$ cat config.mk
export PLATFORM = sky130hd
export DESIGN_NAME = encoder_nbits_pipe
export DESIGN_NICKNAME = d
export VERILOG_FILES = /design/src/rtl/enc_pkg.sv /design/src/rtl/enc_prio_core.sv /design/src/rtl/encoder_nbits_pipe.sv
export SDC_FILE = /design/constraint.sdc
export NUM_CORES = 1
export LEC_CHECK = 0
export ABC_AREA = 1
export CELL_PAD_IN_SITES_DETAIL_PLACEMENT = 1
export CELL_PAD_IN_SITES_GLOBAL_PLACEMENT = 2
export CORE_MARGIN = 1
export CORE_UTILIZATION = 30
export CTS_CLUSTER_DIAMETER = 200
export DETAILED_ROUTE_END_ITERATION = 8
export DONT_BUFFER_PORTS = 1
export PLACE_DENSITY_LB_ADDON = 0.08
export REMOVE_ABC_BUFFERS = 1
export SYNTH_ARGS = -nofsm -noshare
export SYNTH_HDL_FRONTEND = slang
export SYNTH_SLANG_ARGS = --single-unit
$ cat constraint.sdc
create_clock -name clk -period 2.5 [get_ports clk]
set_input_delay 0.125 -clock clk [delete_from_list [all_inputs] [get_ports clk]]
set_output_delay 0.125 -clock clk [all_outputs]
set_load 0.01 [all_outputs]
$ cat src/rtl/enc_pkg.sv
// ---------------------------------------------------------------------------
// enc_pkg
// Shared definitions for the pipelined priority encoder:
//   MODE_FIXED / MODE_RR  - priority scheme selectors for the MODE parameter
//   out_state_e           - occupancy state of the one-entry output register
//   clog2()               - elaboration-time ceil(log2(n)) used to size codes
// No ports (package).
// ---------------------------------------------------------------------------
package enc_pkg;

  localparam int MODE_FIXED = 0;
  localparam int MODE_RR    = 1;

  typedef enum logic {
    ST_EMPTY = 1'b0,
    ST_FULL  = 1'b1
  } out_state_e;

  // ceil(log2(value)) for value >= 2; a bounded loop keeps it usable in
  // constant expressions for parameter-derived widths.
  function automatic int clog2(input int value);
    int result;
    result = 0;
    for (int i = 0; i < 31; i++) begin
      if ((1 << i) < value) begin
        result = i + 1;
      end
    end
    return result;
  endfunction

endpackage

$ cat src/rtl/enc_prio_core.sv
// ---------------------------------------------------------------------------
// enc_prio_core
// Purely combinational search of a request vector. In fixed mode the lowest
// set index wins; in round-robin mode the search starts at start_i and
// ascends modulo WIDTH, so the first set bit at or after start_i wins.
// Ports:
//   vec_i    [WIDTH]  request vector
//   start_i  [OUT_W]  round-robin start index (ignored in fixed mode)
//   code_o   [OUT_W]  index of the granted bit (0 when vec_i is zero)
//   onehot_o          vec_i has exactly one bit set
//   zero_o            vec_i is all zero
// ---------------------------------------------------------------------------
module enc_prio_core
  import enc_pkg::*;
#(
  parameter int WIDTH = 8,
  parameter int MODE  = MODE_FIXED,
  localparam int OUT_W = clog2(WIDTH)
) (
  input  logic [WIDTH-1:0] vec_i,
  input  logic [OUT_W-1:0] start_i,
  output logic [OUT_W-1:0] code_o,
  output logic             onehot_o,
  output logic             zero_o
);

  // Each set bit is ranked by its distance from the start index, measured
  // upward with wrap-around. The smallest distance wins, which is exactly
  // the first set bit met by an ascending modulo-WIDTH scan. In fixed mode
  // the start is pinned to 0, so the distance is just the bit index.
  always_comb begin
    int base;
    int off;
    int bestOff;
    base    = (MODE == MODE_RR) ? int'(start_i) : 0;
    off     = 0;
    bestOff = WIDTH;
    code_o  = '0;
    for (int j = 0; j < WIDTH; j++) begin
      off = j - base;
      if (off < 0) begin
        off = off + WIDTH;
      end
      if (vec_i[j] && (off < bestOff)) begin
        bestOff = off;
        code_o  = OUT_W'(j);
      end
    end
  end

  // Clearing the lowest set bit leaves zero only when at most one bit was set.
  assign zero_o   = (vec_i == '0);
  assign onehot_o = !zero_o && ((vec_i & (vec_i - WIDTH'(1))) == '0);

endmodule

$ cat src/rtl/encoder_nbits_pipe.sv
// ---------------------------------------------------------------------------
// encoder_nbits_pipe
// Priority encoder with a valid/ready input and a one-entry registered output
// stage. Each accepted vector produces its result one cycle later; a full
// output register that is being drained can accept a new vector in the same
// cycle, so back-to-back streaming runs without bubbles.
// Parameters:
//   WIDTH  number of request bits (2..64)
//   MODE   MODE_FIXED (lowest index wins) or MODE_RR (round-robin pointer)
// Ports:
//   clk, reset        clock and synchronous active-high reset
//   in_valid/in_ready input handshake, in_data [WIDTH] request vector
//   out_valid/out_ready output handshake
//   out_code [OUT_W]  granted index
//   out_onehot        accepted vector had exactly one bit set
//   out_zero          accepted vector was all zero
//   err_cnt [8]       saturating count of non-one-hot accepted vectors,
//                     present only when ENC_ERR_CNT_EN is defined
// ---------------------------------------------------------------------------
module encoder_nbits_pipe
  import enc_pkg::*;
#(
  parameter int WIDTH = 8,
  parameter int MODE  = MODE_FIXED,
  localparam int OUT_W = clog2(WIDTH)
) (
  input  logic             clk,
  input  logic             reset,
  input  logic             in_valid,
  output logic             in_ready,
  input  logic [WIDTH-1:0] in_data,
  output logic             out_valid,
  input  logic             out_ready,
  output logic [OUT_W-1:0] out_code,
  output logic             out_onehot,
  output logic             out_zero
`ifdef ENC_ERR_CNT_EN
  ,
  output logic [7:0]       err_cnt
`endif
);

  out_state_e       state_q;
  logic [OUT_W-1:0] code_q;
  logic             onehot_q;
  logic             zero_q;
  logic [OUT_W-1:0] ptr_q;
  logic [OUT_W-1:0] ptr_d;

  logic [OUT_W-1:0] coreCode;
  logic             coreOnehot;
  logic             coreZero;
  logic             xferIn;
  logic             xferOut;

  enc_prio_core #(
    .WIDTH (WIDTH),
    .MODE  (MODE)
  ) u_core (
    .vec_i    (in_data),
    .start_i  (ptr_q),
    .code_o   (coreCode),
    .onehot_o (coreOnehot),
    .zero_o   (coreZero)
  );

  // The output register can take a new result whenever it is empty or its
  // current content leaves this cycle. Reset also opens the input so the
  // upstream never sees a stall while the block is being cleared.
  assign out_valid = (state_q == ST_FULL);
  assign in_ready  = reset || !out_valid || out_ready;
  assign xferIn    = in_valid && in_ready;
  assign xferOut   = out_valid && out_ready;

  assign out_code   = code_q;
  assign out_onehot = onehot_q;
  assign out_zero   = zero_q;

  // Round-robin pointer advances past the granted index, wrapping explicitly
  // at WIDTH-1 so non-power-of-2 widths never land on an unused index.
  // Zero vectors grant nothing and leave the pointer where it was.
  always_comb begin
    ptr_d = ptr_q;
    if ((MODE == MODE_RR) && xferIn && !coreZero) begin
      if (coreCode == OUT_W'(WIDTH - 1)) begin
        ptr_d = '0;
      end else begin
        ptr_d = coreCode + OUT_W'(1);
      end
    end
  end

  // Output state machine and result registers. A drain with a simultaneous
  // fill keeps the stage FULL and simply reloads the result fields. While
  // FULL and stalled nothing is accepted, so the fields hold.
  always_ff @(posedge clk) begin
    if (reset) begin
      state_q  <= ST_EMPTY;
      code_q   <= '0;
      onehot_q <= 1'b0;
      zero_q   <= 1'b0;
      ptr_q    <= '0;
    end else begin
      case (state_q)
        ST_EMPTY: begin
          if (xferIn) begin
            state_q <= ST_FULL;
          end
        end
        ST_FULL: begin
          if (xferOut && !xferIn) begin
            state_q <= ST_EMPTY;
          end
        end
        default: begin
          state_q <= ST_EMPTY;
        end
      endcase
      if (xferIn) begin
        code_q   <= coreCode;
        onehot_q <= coreOnehot;
        zero_q   <= coreZero;
      end
      ptr_q <= ptr_d;
    end
  end

`ifdef ENC_ERR_CNT_EN
  logic [7:0] errCnt_q;
  logic [7:0] errCnt_d;

  // Every accepted vector that is not one-hot (zero or multi-hot) counts as
  // an error; the counter sticks at 255 rather than wrapping.
  always_comb begin
    errCnt_d = errCnt_q;
    if (xferIn && !coreOnehot && (errCnt_q != 8'hFF)) begin
      errCnt_d = errCnt_q + 8'd1;
    end
  end

  // Error counter register, cleared together with the rest of the block.
  always_ff @(posedge clk) begin
    if (reset) begin
      errCnt_q <= '0;
    end else begin
      errCnt_q <= errCnt_d;
    end
  end

  assign err_cnt = errCnt_q;
`endif

endmodule

==> impl_metrics.yaml <==
global_route:
  gr-usage-all-layers_pct: 16.5
  grt_pass1_wl_um: 1720
  grt_pass1_vias: 441
  antenna_found_initial: 0
  grt_max_degree: 7
  overflow: 0
placed_design:
  hpwl_um: 889
  dp_cells: 84
  gp_congestion: 0.707
  io_buffers: 0
die:
  start_util_pct: 32.7
  ios: 19
  placementRows: 13
  design.core.area_sq_mm: 0.00133
  dieArea_sq_mm: 0.00161
  dieWidth_um: 40.2
  dieHeight_um: 40.2
cells_and_area:
  nFillCells: 187
  diodes: 0
  drive_gt1_share_pct: 17.6
  finalNonFillerCells: 89
  final_nets: 88
  areaGrowthSynthToFinish_pct: 14.0
worst_setup_path:
  cp.required_ns: 2.63
  worstPathArrival_ns: 1.23
  worstPathCellList: "nand3_4 -> nand2_4 -> clkinv_4 -> o21ai_2 -> nor2_2 -> nand2_1 -> a21oi_1"
  critical_path_class: "reg2reg"
  crit_start: "out_valid"
  cp_slowest_cell: "dfxtp_1"
  startpoint_type: "flip-flop"
  rr_startpoint: "out_valid"
  rrSetupSlack_ns: 1.40
  r2r_end: "out_code[0]"
  r2r_cells: 7
  worstPathMaxFanout: 5
  end_kind: "flip-flop"
  cp_slowest_stage_delay_ns: 0.43
  setup.worst_path.end: "out_code[0]"
synth:
  postSynthCellCount: 69
  ys_ff_latch: 6
  ys_warn_count: 0
  ys_top_cells_by_area: "dfxtp_1 28%, nand2_1 13%, nor2_1 11%, nand3_1 8.0%, a21oi_1 6.9%"
  yosys-top-cells-count: "15 x nand2_1, 13 x nor2_1, 8 x inv_1, 7 x nand3_1"
  ys.flop_type: "dfxtp_1"
  yosysMostFrequentCell: "nand2_1"
  synth_top_area_share_pct: 27.5
  synth_area_sq_um: 437
  async_reset_ff_share_pct: 0
  yosys.area.top_type: "dfxtp_1"
  synth_edf_count: 0
  synth.distinct_cells: 17
  seq_area_frac_synth_pct: 27.5
  avgSynthCellArea_sq_um: 6.33
sta:
  skew_ns: 0.000377
  hold_violations: 0
  slew_headroom_pct: 85.0
  fin_crit_sh_pct: 44.0
  fmax_ghz: 0.910
  report.final.slew_viol_count: 0
  setup_viol: 0
  rsz0062_at_grt: "no"
  fin_tns_setup_ns: 0
  period_minus_slack_ns: 1.10
  worstMarginPinSlew_ns: 0.224
routing:
  ant_nets: 0
  avgRoutedWirePerCell_um: 12.2
  drtIter0Drc: 6
  dr.pass1.iters: 4
  wirelength_um: 1090
  viasPerCell: 4.87
  vias: 433
  drc: 0
clocking:
  clkSlewWorstSetupHoldPaths_ns: 0.04
  cts_tree: "done"
  cts_sinks: 6
  h-tree-depth: 1
  cts-buffers-inserted: 3
  clockBufferDepth: 2
  clk_latency_ns: 0.24
  root_buffer: "clkbuf_4"
  post-cts-setup-buffers: 0
worst_hold_path:
  hold_class: "in2reg"
  holdPathStages: 3
pwr:
  leakagePower_uw: 0.000216
  power_density_mw_per_mm2: 469
  peakVddDrop_v: 0.000233
flow_run:
  drv_cap: 0
outcome:
  status: "completed"
==> metal layers <==
metal  vias up  routed length (um)  part of all wire [%]  global-route usage (%)
li1        231                   -                     -                       -
met1       185                 548                    50                    21.3
met2        17                 447                    41                    23.8
met3         0                  90                   8.3                    9.44
met4         0                   0                     0                    2.59
met5         -                   0                     0                       0
==> worst max-delay path: cells and delay by family, from the launching register on <==
kind                   cells  cell delay, ns
AO/OA/AOI/OAI              2            0.12
AND/OR/NAND/NOR            4            0.36
flip-flops                 1            0.43
buffers and inverters      1            0.06
==> report_power, final <==
| part | internal [uW] | leakage [uW] | total [uW] | switching [uW] |
|---|---|---|---|---|
| sequential | 100 | 0.0000492 | 106 | 5.43 |
| combinational | 16.0 | 0.000153 | 40.0 | 23.9 |
| clock | 54.2 | 0.0000138 | 87.8 | 33.6 |
==> worst min-delay path by stage <==
stage	startpoint	slack [ns]	end
after floorplan	reset	0.19	out_code[0]
after CTS	reset	0.03	out_code[2]
after detailed placement	reset	0.20	out_code[0]
after global routing	reset	0.03	out_code[2]
final	reset	0.03	out_code[2]
after global placement	reset	0.20	out_code[0]
==> flip-flops by register name, indices dropped and copies added (netlist names) <==
| register | flops |
|---|---|
| out_onehot | 1 |
| out_zero | 1 |
| out_code | 3 |
| out_valid | 1 |
==> cells in the final DEF, fill, tap and decap left out <==
cell	Yosys	final
a21oi_1	6	6
clkbuf_4	0	3
clkinv_4	1	1
dfxtp_1	6	6
dlygate4sd3_1	0	2
inv_1	8	8
inv_2	1	1
nand2_1	15	15
nand2_2	1	1
nand2_4	1	1
nand3_1	7	7
nand3_2	1	1
nand3_4	1	1
nor2_1	13	13
nor2_2	1	1
nor2_4	2	2
o21ai_0	3	3
o21ai_2	1	1
o22ai_1	1	1
==> what timing repair did <==
action,in CTS,in global routing
hold buffers,2,0
resized for setup,0,0
endpoints found under the setup margin,0,0
hold endpoints to repair,4,0
==> final cells by class <==
| cell class | count | area [sq um] | share of cell area, % |
|---|---|---|---|
| clock buffers | 3 | 22.5 | 4.52 |
| inverters | 10 | 42.5 | 8.54 |
| multi-input cells | 53 | 274 | 55.0 |
| flip-flops and latches | 6 | 120 | 24.1 |
| well taps | 15 | 18.8 | 3.77 |
| repair buffers | 2 | 20.0 | 4.02 |
==> cell families (layout without fill, tap and decap cells) <==
| group | count (synthesis) | after routing | share of synthesized area [%] |
|---|---|---|---|
| DFF | 6 | 6 | 27.5 |
| and+or+nand+nor | 42 | 42 | 49.0 |
| AOI/OAI and AO/OA | 11 | 11 | 13.8 |
| buffers and inverters | 10 | 15 | 9.74 |
==> per-stage QoR <==
stage / utilization (%) / total power, uW / worst slack, ns / hold slack (ns) / instance area [sq um]
5_1_grt: 37.3 / 254 / 1.26 / 0.0341 / 498
4_1_cts: 37.3 / 240 / 1.39 / 0.0257 / 498
3_5_place_dp: 34.1 / 145 / 1.40 / 0.198 / 455
3_3_place_gp: 34.1 / 145 / 1.41 / 0.196 / 455
6_report: 37.3 / 234 / 1.40 / 0.0339 / 498
2_1_floorplan: - / 138 / 1.50 / 0.194 / 437
No activity file was read; power rests on OpenSTA's default activity.
